**config.mk**
```make
export PLATFORM = sky130hd
export DESIGN_NAME = mf_seq_ctrl_flat
export DESIGN_NICKNAME = d
export VERILOG_FILES = /design/src/rtl/mf_ctrl_pkg.sv /design/src/rtl/mf_seq_ctrl_if.sv /design/src/rtl/mf_seq_ctrl_peak.sv /design/src/rtl/mf_seq_ctrl.sv /design/src/flat_wrapper.sv
export SDC_FILE = /design/constraint.sdc
export NUM_CORES = 1
export LEC_CHECK = 0
export CAP_MARGIN = 20
export CORE_AREA = 3 3 120 168
export DETAILED_ROUTE_END_ITERATION = 7
export DIE_AREA = 0 0 123 171
export GPL_TIMING_DRIVEN = 1
export PLACE_DENSITY = 0.84
export SLEW_MARGIN = 20
export SYNTH_ARGS = -nofsm -noshare
export SYNTH_HDL_FRONTEND = slang
export SYNTH_SLANG_ARGS = --single-unit
```
**constraint.sdc**
```tcl
create_clock -name clk -period 10.8 [get_ports clk]
set_input_delay 2.16 -clock clk [delete_from_list [all_inputs] [get_ports clk]]
set_output_delay 2.16 -clock clk [all_outputs]
set_load 0.05 [all_outputs]
```
**src/rtl/mf_ctrl_pkg.sv**
```systemverilog
// Shared types, widths and the |re|+|im| magnitude helper for the matched-filter sequencer.
package mf_ctrl_pkg;

  localparam int DW    = 32;
  localparam int MAG_W = DW + 1;

  typedef enum logic [2:0] {
    IDLE,
    FILL,
    SEARCH,
    DRAIN,
    REPORT
  } mf_seq_state_t;

  // Operands are widened by one bit first so that |-2^(DW-1)| stays exact.
  function automatic logic [MAG_W-1:0] mag_abs_sum(input logic signed [DW-1:0] re,
                                                   input logic signed [DW-1:0] im);
    logic [MAG_W-1:0] re_x;
    logic [MAG_W-1:0] im_x;
    logic [MAG_W-1:0] re_a;
    logic [MAG_W-1:0] im_a;
    re_x = {re[DW-1], re};
    im_x = {im[DW-1], im};
    re_a = re[DW-1] ? (~re_x + MAG_W'(1)) : re_x;
    im_a = im[DW-1] ? (~im_x + MAG_W'(1)) : im_x;
    return re_a + im_a;
  endfunction

endpackage

```
**src/rtl/mf_seq_ctrl_if.sv**
```systemverilog
// Sample stream and filter-side bus of the sequencer. The slave modport is the sequencer;
// the master modport is the front end plus filter array.
interface mf_seq_ctrl_if;
  import mf_ctrl_pkg::*;

  logic                 s_valid;
  logic                 s_re;
  logic                 s_im;
  logic                 s_ready;
  logic                 mf_en;
  logic                 mf_x_re;
  logic                 mf_x_im;
  logic                 mf_valid;
  logic signed [DW-1:0] mf_y_re;
  logic signed [DW-1:0] mf_y_im;

  modport master (
    output s_valid, s_re, s_im, mf_valid, mf_y_re, mf_y_im,
    input  s_ready, mf_en, mf_x_re, mf_x_im
  );

  modport slave (
    input  s_valid, s_re, s_im, mf_valid, mf_y_re, mf_y_im,
    output s_ready, mf_en, mf_x_re, mf_x_im
  );

endinterface

```
**src/rtl/mf_seq_ctrl_peak.sv**
```systemverilog
// Peak tracker: keeps the earliest strictly-largest magnitude at or above threshold.
// Results are folded in at the clock edge that follows their mf_valid cycle.
module mf_peak_track
  import mf_ctrl_pkg::*;
#(
  parameter int IDXW = 10
) (
  input  logic                 clk,
  input  logic                 rst,
  input  logic                 clr,
  input  logic                 upd_en,
  input  logic signed [DW-1:0] y_re,
  input  logic signed [DW-1:0] y_im,
  input  logic [IDXW-1:0]      idx,
  input  logic [MAG_W-1:0]     thresh,
  output logic                 found,
  output logic [IDXW-1:0]      best_idx,
  output logic [MAG_W-1:0]     best_mag
);

  logic [MAG_W-1:0] mag;
  logic             take;

  assign mag  = mag_abs_sum(y_re, y_im);
  assign take = upd_en && (mag >= thresh) && (!found || (mag > best_mag));

  always_ff @(posedge clk) begin
    if (rst || clr) begin
      found    <= 1'b0;
      best_idx <= '0;
      best_mag <= '0;
    end else if (take) begin
      found    <= 1'b1;
      best_idx <= idx;
      best_mag <= mag;
    end
  end

endmodule

```
**src/rtl/mf_seq_ctrl.sv**
```systemverilog
// Matched-filter sequencer: feeds samples to the filter, skips warm-up results, then reports
// the window peak. Build option MFSEQ_EARLY_STOP_EN reports on the first threshold hit.
//
// state  | meaning
// IDLE   | waiting for start; counters and tracker cleared
// FILL   | accepting samples, discarding TAPS-1 warm-up results
// SEARCH | accepting samples, tracking peak over the window
// DRAIN  | all samples sent, collecting the remaining window results
// REPORT | one-cycle det_valid with tracker contents
module mf_seq_ctrl
  import mf_ctrl_pkg::*;
#(
  parameter  int TAPS    = 512,
  parameter  int WIN_LEN = 1024,
  localparam int IDXW    = $clog2(WIN_LEN)
) (
  input  logic             clk,
  input  logic             rst,
  input  logic             start,
  input  logic             abort,
  input  logic [MAG_W-1:0] thresh,
  mf_seq_ctrl_if.slave     bus,
  output logic             busy,
  output logic             det_valid,
  output logic             det_found,
  output logic [IDXW-1:0]  det_idx,
  output logic [MAG_W-1:0] det_mag
);

  localparam int ACC_LIM = TAPS - 1 + WIN_LEN;
  localparam int ACCW    = $clog2(ACC_LIM + 1);
  localparam int RESW    = $clog2(((TAPS > WIN_LEN) ? TAPS : WIN_LEN) + 1);

  mf_seq_state_t    state_q, state_d;
  logic [ACCW-1:0]  acc_cnt;
  logic [RESW-1:0]  res_cnt;
  logic [MAG_W-1:0] thresh_q;
  logic             accept, acc_done;
  logic             res_fill, fill_last, res_win, win_last, early_hit;
  logic             trk_found;
  logic [IDXW-1:0]  trk_idx;
  logic [MAG_W-1:0] trk_mag;
  logic             det_found_q;
  logic [IDXW-1:0]  det_idx_q;
  logic [MAG_W-1:0] det_mag_q;

  assign acc_done  = (acc_cnt == ACCW'(ACC_LIM));
  assign res_fill  = bus.mf_valid && (state_q == FILL);
  assign fill_last = res_fill && (res_cnt == RESW'(TAPS - 2));
  assign res_win   = bus.mf_valid && ((state_q == SEARCH) || (state_q == DRAIN));
  assign win_last  = res_win && (res_cnt == RESW'(WIN_LEN - 1));

`ifdef MFSEQ_EARLY_STOP_EN
  assign early_hit = res_win && (mag_abs_sum(bus.mf_y_re, bus.mf_y_im) >= thresh_q);
`else
  assign early_hit = 1'b0;
`endif

  // early_hit closes the sample gate in the same cycle the hit is seen
  assign bus.s_ready = ((state_q == FILL) || (state_q == SEARCH)) && !acc_done && !early_hit;
  assign accept      = bus.s_valid && bus.s_ready;
  assign busy        = (state_q != IDLE);

  always_comb begin
    state_d = state_q;
    case (state_q)
      IDLE:          if (start) state_d = FILL;
      FILL:          if (fill_last) state_d = SEARCH;
      SEARCH, DRAIN: begin
        if (win_last || early_hit) state_d = REPORT;
        else if (acc_done)         state_d = DRAIN;
      end
      REPORT:        state_d = IDLE;
      default:       state_d = IDLE;
    endcase
    if (abort) state_d = IDLE;
  end

  always_ff @(posedge clk) begin
    if (rst) begin
      state_q  <= IDLE;
      acc_cnt  <= '0;
      res_cnt  <= '0;
      thresh_q <= '0;
    end else begin
      state_q <= state_d;
      if (state_q == IDLE) begin
        acc_cnt <= '0;
        res_cnt <= '0;
        if (start) thresh_q <= thresh;
      end else begin
        if (accept) acc_cnt <= acc_cnt + ACCW'(1);
        if (fill_last)                res_cnt <= '0;
        else if (res_fill || res_win) res_cnt <= res_cnt + RESW'(1);
      end
    end
  end

  always_ff @(posedge clk) begin
    if (rst) begin
      bus.mf_en   <= 1'b0;
      bus.mf_x_re <= 1'b0;
      bus.mf_x_im <= 1'b0;
      det_found_q <= 1'b0;
      det_idx_q   <= '0;
      det_mag_q   <= '0;
    end else begin
      bus.mf_en <= accept;
      if (accept) begin
        bus.mf_x_re <= bus.s_re;
        bus.mf_x_im <= bus.s_im;
      end
      if (state_q == REPORT) begin
        det_found_q <= trk_found;
        det_idx_q   <= trk_idx;
        det_mag_q   <= trk_mag;
      end
    end
  end

  // The REPORT cycle shows the tracker live; the copies keep the record afterwards.
  assign det_valid = (state_q == REPORT);
  assign det_found = det_valid ? trk_found : det_found_q;
  assign det_idx   = det_valid ? trk_idx   : det_idx_q;
  assign det_mag   = det_valid ? trk_mag   : det_mag_q;

  mf_peak_track #(.IDXW(IDXW)) u_peak (
    .clk      (clk),
    .rst      (rst),
    .clr      (state_q == IDLE),
    .upd_en   (res_win),
    .y_re     (bus.mf_y_re),
    .y_im     (bus.mf_y_im),
    .idx      (res_cnt[IDXW-1:0]),
    .thresh   (thresh_q),
    .found    (trk_found),
    .best_idx (trk_idx),
    .best_mag (trk_mag)
  );

endmodule

```
**src/flat_wrapper.sv**
```systemverilog
// flat-port wrapper written by rule: the top's interface ports become plain ports
module mf_seq_ctrl_flat import mf_ctrl_pkg::*;
#(
  parameter  int TAPS    = 512,
  parameter  int WIN_LEN = 1024,
  localparam int IDXW    = $clog2(WIN_LEN)
)
  (clk, rst, start, abort, thresh, busy, det_valid, det_found, det_idx, det_mag, bus_s_valid, bus_s_re, bus_s_im, bus_mf_valid, bus_mf_y_re, bus_mf_y_im, bus_s_ready, bus_mf_en, bus_mf_x_re, bus_mf_x_im);
  mf_seq_ctrl_if bus_i ();
  input  logic clk;
  input  logic rst;
  input  logic start;
  input  logic abort;
  input  logic [MAG_W-1:0] thresh;
  output logic busy;
  output logic det_valid;
  output logic det_found;
  output logic [IDXW-1:0] det_idx;
  output logic [MAG_W-1:0] det_mag;
  input wire logic [$bits(bus_i.s_valid)-1:0] bus_s_valid;
  input wire logic [$bits(bus_i.s_re)-1:0] bus_s_re;
  input wire logic [$bits(bus_i.s_im)-1:0] bus_s_im;
  input wire logic [$bits(bus_i.mf_valid)-1:0] bus_mf_valid;
  input wire logic [$bits(bus_i.mf_y_re)-1:0] bus_mf_y_re;
  input wire logic [$bits(bus_i.mf_y_im)-1:0] bus_mf_y_im;
  output wire logic [$bits(bus_i.s_ready)-1:0] bus_s_ready;
  output wire logic [$bits(bus_i.mf_en)-1:0] bus_mf_en;
  output wire logic [$bits(bus_i.mf_x_re)-1:0] bus_mf_x_re;
  output wire logic [$bits(bus_i.mf_x_im)-1:0] bus_mf_x_im;
  assign bus_i.s_valid = bus_s_valid;
  assign bus_i.s_re = bus_s_re;
  assign bus_i.s_im = bus_s_im;
  assign bus_i.mf_valid = bus_mf_valid;
  assign bus_i.mf_y_re = bus_mf_y_re;
  assign bus_i.mf_y_im = bus_mf_y_im;
  assign bus_s_ready = bus_i.s_ready;
  assign bus_mf_en = bus_i.mf_en;
  assign bus_mf_x_re = bus_i.mf_x_re;
  assign bus_mf_x_im = bus_i.mf_x_im;
  mf_seq_ctrl #(.TAPS(TAPS), .WIN_LEN(WIN_LEN)) u_core (.clk(clk), .rst(rst), .start(start), .abort(abort), .thresh(thresh), .bus(bus_i), .busy(busy), .det_valid(det_valid), .det_found(det_found), .det_idx(det_idx), .det_mag(det_mag));
endmodule
```
[Yosys cells after proc, flatten, opt, wreduce, memory -nomap -nowiden]
Cells that the tools add are included.
Word-level totals
  bits in registers: 149
  latch bits: 0
  memory bits (writable): 0
  memory bits (read-only): 0
  input port bits: 105
  memories: 0
Operators by class
  $add $sub $neg: 5
  multiply operators: 0
  divide/modulo/power cells: 0
  $lt $le $gt $ge: 2
  eq/ne operators: 10
  shift operators: 0
  multiplexer cells: 10
  bitwise logic cells: 2
  reduce and logical (&&, ||, !) cells: 23
Operator list (count)
  2-to-1 mux 33 bit: 3
  adder 33 x 1 -> 33 bit, second input constant: 2
  NOT 33 bit: 2
  adder 33 bit: 1
  >= comparator 33 bit: 1
  > comparator 33 bit: 1
  adder 11 x 1 -> 11 bit, second input constant: 2
  2-to-1 mux 3 bit: 4
  == test 11 x 10 -> 1 bit, second input constant: 1
  == test 11 bit, second input constant: 1
  == test 11 x 9 -> 1 bit, second input constant: 1
  2-to-1 mux 10 bit: 1
  one-hot mux 3 bit (3 select lines): 1
  logical AND 1 bit: 8
  == test 3 x 2 -> 1 bit, second input constant: 2
  OR reduction 2 bit: 3
  logical OR 1 bit: 5
  == test 3 x 1 -> 1 bit, second input constant: 1
  == test 3 bit, second input constant: 1
  zero test 3 bit: 1
  inequality test 3 x 1 -> 1 bit, second input constant: 1
  AND reduction 3 bit: 1
  nonzero test 3 bit: 1
  OR reduction 3 bit: 1
  5 further kinds: 6

[Longest topological paths before layout]
  depth in word-level cells: 7
  depth in mapped cells: 28
  gate-level depth less buffers: 25

[Cells and area by module]
From an unflattened synthesis, not the netlist that was laid out.
Second synthesis, totals
  cells, all modules: 1273
  area total of the unflattened synthesis: 10410.0 µm²
By module, submodules not included
  mf_peak_track: instances 1, cells each 810, area each 6133.4 µm², sequential area each 880.8 µm²
  mf_seq_ctrl: instances 1, cells each 463, area each 4276.6 µm², sequential area each 2102.0 µm²

[Worst setup path after synthesis]
OpenSTA, ideal clock, no wires.
  path type: input -> register
  from: input bus_mf_y_im[15]
  to: register u_core.u_peak.best_mag[23]
  setup time: 70 ps
  arrival: 7897 ps
  data required time: 10730 ps
  path slack: 2833 ps
  stages on the path: 25
  path buffers: 3
  cells stage by stage: or4_4 > nor4_1 > nand4_1 > or4_1 > or4_4 > nand2_1 > xnor2_1 > ha_1 > clkbuf_1 > a21o_1 > a21oi_1 > o21bai_1 > or4b_2 > o311ai_0 > a211oi_1 > ha_1 > nand2_1 > o21a_1 > a21oi_1 > o211ai_1 > o41ai_1 > clkbuf_1 > buf_1 > nand3_1 > a21oi_1
On the way
  word-level cells in the longest chain between the ends: 7
Ends and longest elaborated chain
  start: declaration: line flat_wrapper.sv:25  | input wire logic [$bits(bus_i.mf_y_im)-1:0] bus_mf_y_im;
  NOT 33 bit: line mf_ctrl_pkg.sv:25  | im_a = im[DW-1] ? (~im_x + MAG_W'(1)) : im_x;
  adder 33 x 1 -> 33 bit: line mf_ctrl_pkg.sv:25
  2-to-1 mux 33 bit (*): line mf_ctrl_pkg.sv:25
  adder 33 bit (*): line mf_ctrl_pkg.sv:26  | return re_a + im_a;
  via u_core.u_peak.mag[28]: line mf_seq_ctrl_peak.sv:21  | logic [MAG_W-1:0] mag;
  >= comparator 33 bit or > comparator 33 bit (tied branches): line mf_seq_ctrl_peak.sv:25  | assign take = upd_en && (mag >= thresh) && (!found || (mag > best_mag));
  logical AND 1 bit or logical OR 1 bit (tied branches): line mf_seq_ctrl_peak.sv:25
  logical AND 1 bit (*): line mf_seq_ctrl_peak.sv:25
  end signal: assignment: line mf_seq_ctrl_peak.sv:35  | best_mag <= mag;
  end: declaration: line mf_seq_ctrl_peak.sv:18  | output logic [MAG_W-1:0] best_mag
The timed path passes the listed nets; every way through them passes the cells marked *.
A chain may end at the register's enable or synchronous reset.

[Worst setup path after layout]
  from: input bus_mf_y_im[5]
  to: register u_core.u_peak.best_idx[7]
On the way
  word-level cells in the longest chain between the ends: 7
Ends and longest elaborated chain
  NOT 33 bit: line mf_ctrl_pkg.sv:25
  adder 33 x 1 -> 33 bit: line mf_ctrl_pkg.sv:25
  2-to-1 mux 33 bit (*): line mf_ctrl_pkg.sv:25
  adder 33 bit (*): line mf_ctrl_pkg.sv:26
  via u_core.u_peak.mag[30]: line mf_seq_ctrl_peak.sv:21
  >= comparator 33 bit or > comparator 33 bit (tied branches): line mf_seq_ctrl_peak.sv:25
  logical AND 1 bit or logical OR 1 bit (tied branches): line mf_seq_ctrl_peak.sv:25
  logical AND 1 bit (*): line mf_seq_ctrl_peak.sv:25
  end signal: assignment: line mf_seq_ctrl_peak.sv:34  | best_idx <= idx;
  end: declaration: line mf_seq_ctrl_peak.sv:17  | output logic [IDXW-1:0] best_idx,
Marked as above.

==> reports/qor.txt <==
top post-synthesis cells by area -> dfxtp_1 (29%), ha_1 (13%), xnor2_1 (6.5%)
arrival time worst endpoint -> 9.37 ns
max cap viols -> 0
router iterations before antenna repair -> 5
syn_nets -> 1473
post-CTS setup buffer count -> 0
minimum clock period -> 9.016 ns
Detail Placement HPWL -> 20.64 mm
CTS root buffer -> clkbuf_16
worst rel slew slack -> 26.21%
total CTS buffers -> 17
final wirelength -> 27.62 mm
FF+latch count, synth -> 149
Worst setup EP type -> flop
initial core utilization -> 55.13%
Area Overhead vs Synth -> 22.14%
sequential element share of the synthesized area -> 28.97%
most numerous cell in the Yosys netlist -> dfxtp_1
first-pass GRT wire length -> 45.06 mm
routed len/inst -> 16.80 microns
Cell Area, Synth -> 10300 sq um
die span in x -> 123 microns
number of global-route vias before repair -> 9690
Buf/Inv on CP -> 2
dpl ws -> 1.514 ns
clk slew on worst S/H paths -> 0.07 ns
drt drc -> 0
EDFF count, synth -> 0
Worst Slack Setup Final -> 1.784 ns
clock sinks -> 149
Final Max Slew Viols -> 0
post_cts resized -> 0
synthesized instance count -> 1264
layout cells sized above 1 -> 7.791%
Least-Margin Pin Slew -> 1.107 ns
DR vias/cell -> 5.905
I/O pin total -> 155
CP required -> 11.15 ns
Core Area -> 18680 sq um
Synth Flop Type -> dfxtp_1
cell taking the most area after synthesis -> dfxtp_1
RSZ-0062 raised after global routing -> false
Crit path largest cell delay -> 0.79 ns
Routed Antenna Nets -> 0
run status -> completed
routability cong. -> 0.9353
nature of the critical path startpoint -> input port
final hold vios -> 0
Achievable Freq -> 0.1109 GHz
Worst VDD drop -> 0.1045 mV
synth cell count leaders -> dfxtp_1 (149), a21oi_1 (126), nand2_1 (124), ha_1 (103), o21ai_0 (88)
# rows -> 59
die area -> 21030 sq um
crit-path leading delay family -> compound AO/OA/AOI/OAI gates
count of final setup violators -> 0
LEAKAGE -> 4.627 nW
critical path's slowest cell -> nor4_1
CTS H-tree lvls -> 4
Placed Area -> 11970 sq um
initial antenna violation count -> 1
Most common cell on crit path -> a21o_1
Total GRT Usage -> 26.43%
Total Power -> 1.795 mW
Finished Cell Area -> 12580 sq um
largest net degree at the start of global routing -> 86
CTS tree -> done
Synth cell types -> 71
Layout Skew -> 0.008403 ns
Layout Nets -> 1595
Setup TNS Final -> 0 ns
total number of vias -> 9707
clk buf depth -> 2
DR iter-0 viols -> 595
Die H -> 171 microns
post-cts hold buffer count -> 0
IO buf count -> 154
syn avg cell area -> 8.147 sq um
GRT Residual Overflow -> 0
Crit Path Category -> in2reg
async set or reset register ratio after synthesis -> 0%
critical path fanouts, max -> 26
Ys Warns -> 0
Hold Crit Class -> reg2reg
Power Dens Cells -> 142.7 nW/um^2
Worst-Skew Late Latency -> 0.43 ns
post-synth top area share -> 28.97%
Final Cycle Share -> 83.48%
## final cells by class
class | count | area [sq um]
clock inverter | 15 | 171.4
inverter | 80 | 300.3
timing repair buffer | 160 | 1582
tap | 244 | 305.3
antenna | 1 | 2.502
clock buffer | 17 | 425.4
multi-input combinational | 978 | 6808
sequential | 149 | 2983
fill | 1524 | 6100
## cells in the final DEF, fill, tap and decap left out, types with 8 or more instances in the layout
master and instances:
clkdlybuf4s50_1 153, dfxtp_1 149, a21oi_1 126, nand2_1 123, ha_1 103, o21ai_0 88, inv_1 80, xnor2_1 77
nor2b_1 59, nand3_1 54, nor2_1 49, mux2_2 44, a21o_1 29, nand4_1 20, xor2_1 19, nor3_1 19
clkbuf_16 17, o31ai_1 16, or3_1 12, a211oi_1 10, o21a_1 8, or4_1 8
## power breakdown
| part | switching [mW] | total, mW | internal, mW |
|---|---|---|---|
| clock | 0.254 | 0.600 | 0.346 |
| sequential | 0.00420 | 0.561 | 0.557 |
| combinational | 0.364 | 0.633 | 0.270 |
## flip-flops by register name, summed over array words and instances, names as in the netlist
name / flops
u_core.det_mag_q: 33
u_core.thresh_q: 33
u_core.u_peak.best_mag: 33
u_core.acc_cnt: 11
u_core.res_cnt: 11
u_core.det_idx_q: 10
u_core.u_peak.best_idx: 10
u_core.state_q: 3
u_core.bus.mf_en: 1
u_core.bus.mf_x_im: 1
u_core.bus.mf_x_re: 1
u_core.det_found_q: 1
u_core.u_peak.found: 1
## cells by family (layout without fill, tap and decap cells)
logic type	count (synthesis)	count (layout)	share of synthesized area, %
compound gates	340	340	20.27
xor+xnor	96	96	8.165
fa+ha+maj	104	104	12.71
buf+inv	137	272	5.103
flops	149	149	28.97
mux	45	45	4.909
other cells	0	1	0
simple gates	393	393	19.88
## worst paths after layout
kind	start	end	slack [ns]	depth (start not counted)
min reg2reg	u_core.thresh_q[24]	u_core.thresh_q[24]	0.46	2
min	u_core.thresh_q[24]	u_core.thresh_q[24]	0.46	2
max	bus_mf_y_im[5]	u_core.u_peak.best_idx[7]	1.78	25
max reg2reg	u_core.u_peak.best_mag[1]	u_core.u_peak.best_idx[7]	7.26	11
## stage by stage
step | hold slack, ns | cells | util, %
floorplan | 0.4363 | 1264 | -
global placement | 0.4436 | 1611 | 64.11
detailed placement | 0.4467 | 1611 | 64.11
CTS | 0.4549 | 1643 | 67.31
global route | 0.4703 | 1644 | 67.34
finish | 0.4590 | 1644 | 67.34
## worst reg2reg max path: stages, from the launching register on
cell and delay (ns):
dfxtp_1 0.41, inv_1 0.07, ha_1 0.30, nor2b_1 0.13, o21ai_0 0.13, a21oi_1 0.09
a2111oi_0 0.63, o211ai_1 0.24, o22ai_2 0.77, buf_4 0.39, o21ai_0 0.15, a21oi_1 0.16
## routing by layer
| metal | global-route usage (%) | up-vias | routed length [microns] | part of all wire [%] |
|---|---|---|---|---|
| li1 | - | 4749 | - | - |
| met1 | 28.48 | 4565 | 10750 | 39 |
| met2 | 49.18 | 306 | 14340 | 52 |
| met3 | 4.233 | 87 | 1188 | 4.3 |
| met4 | 13.20 | 0 | 1340 | 4.9 |
| met5 | 0 | - | 0 | 0 |
No activity file was read; power rests on OpenSTA's default activity.
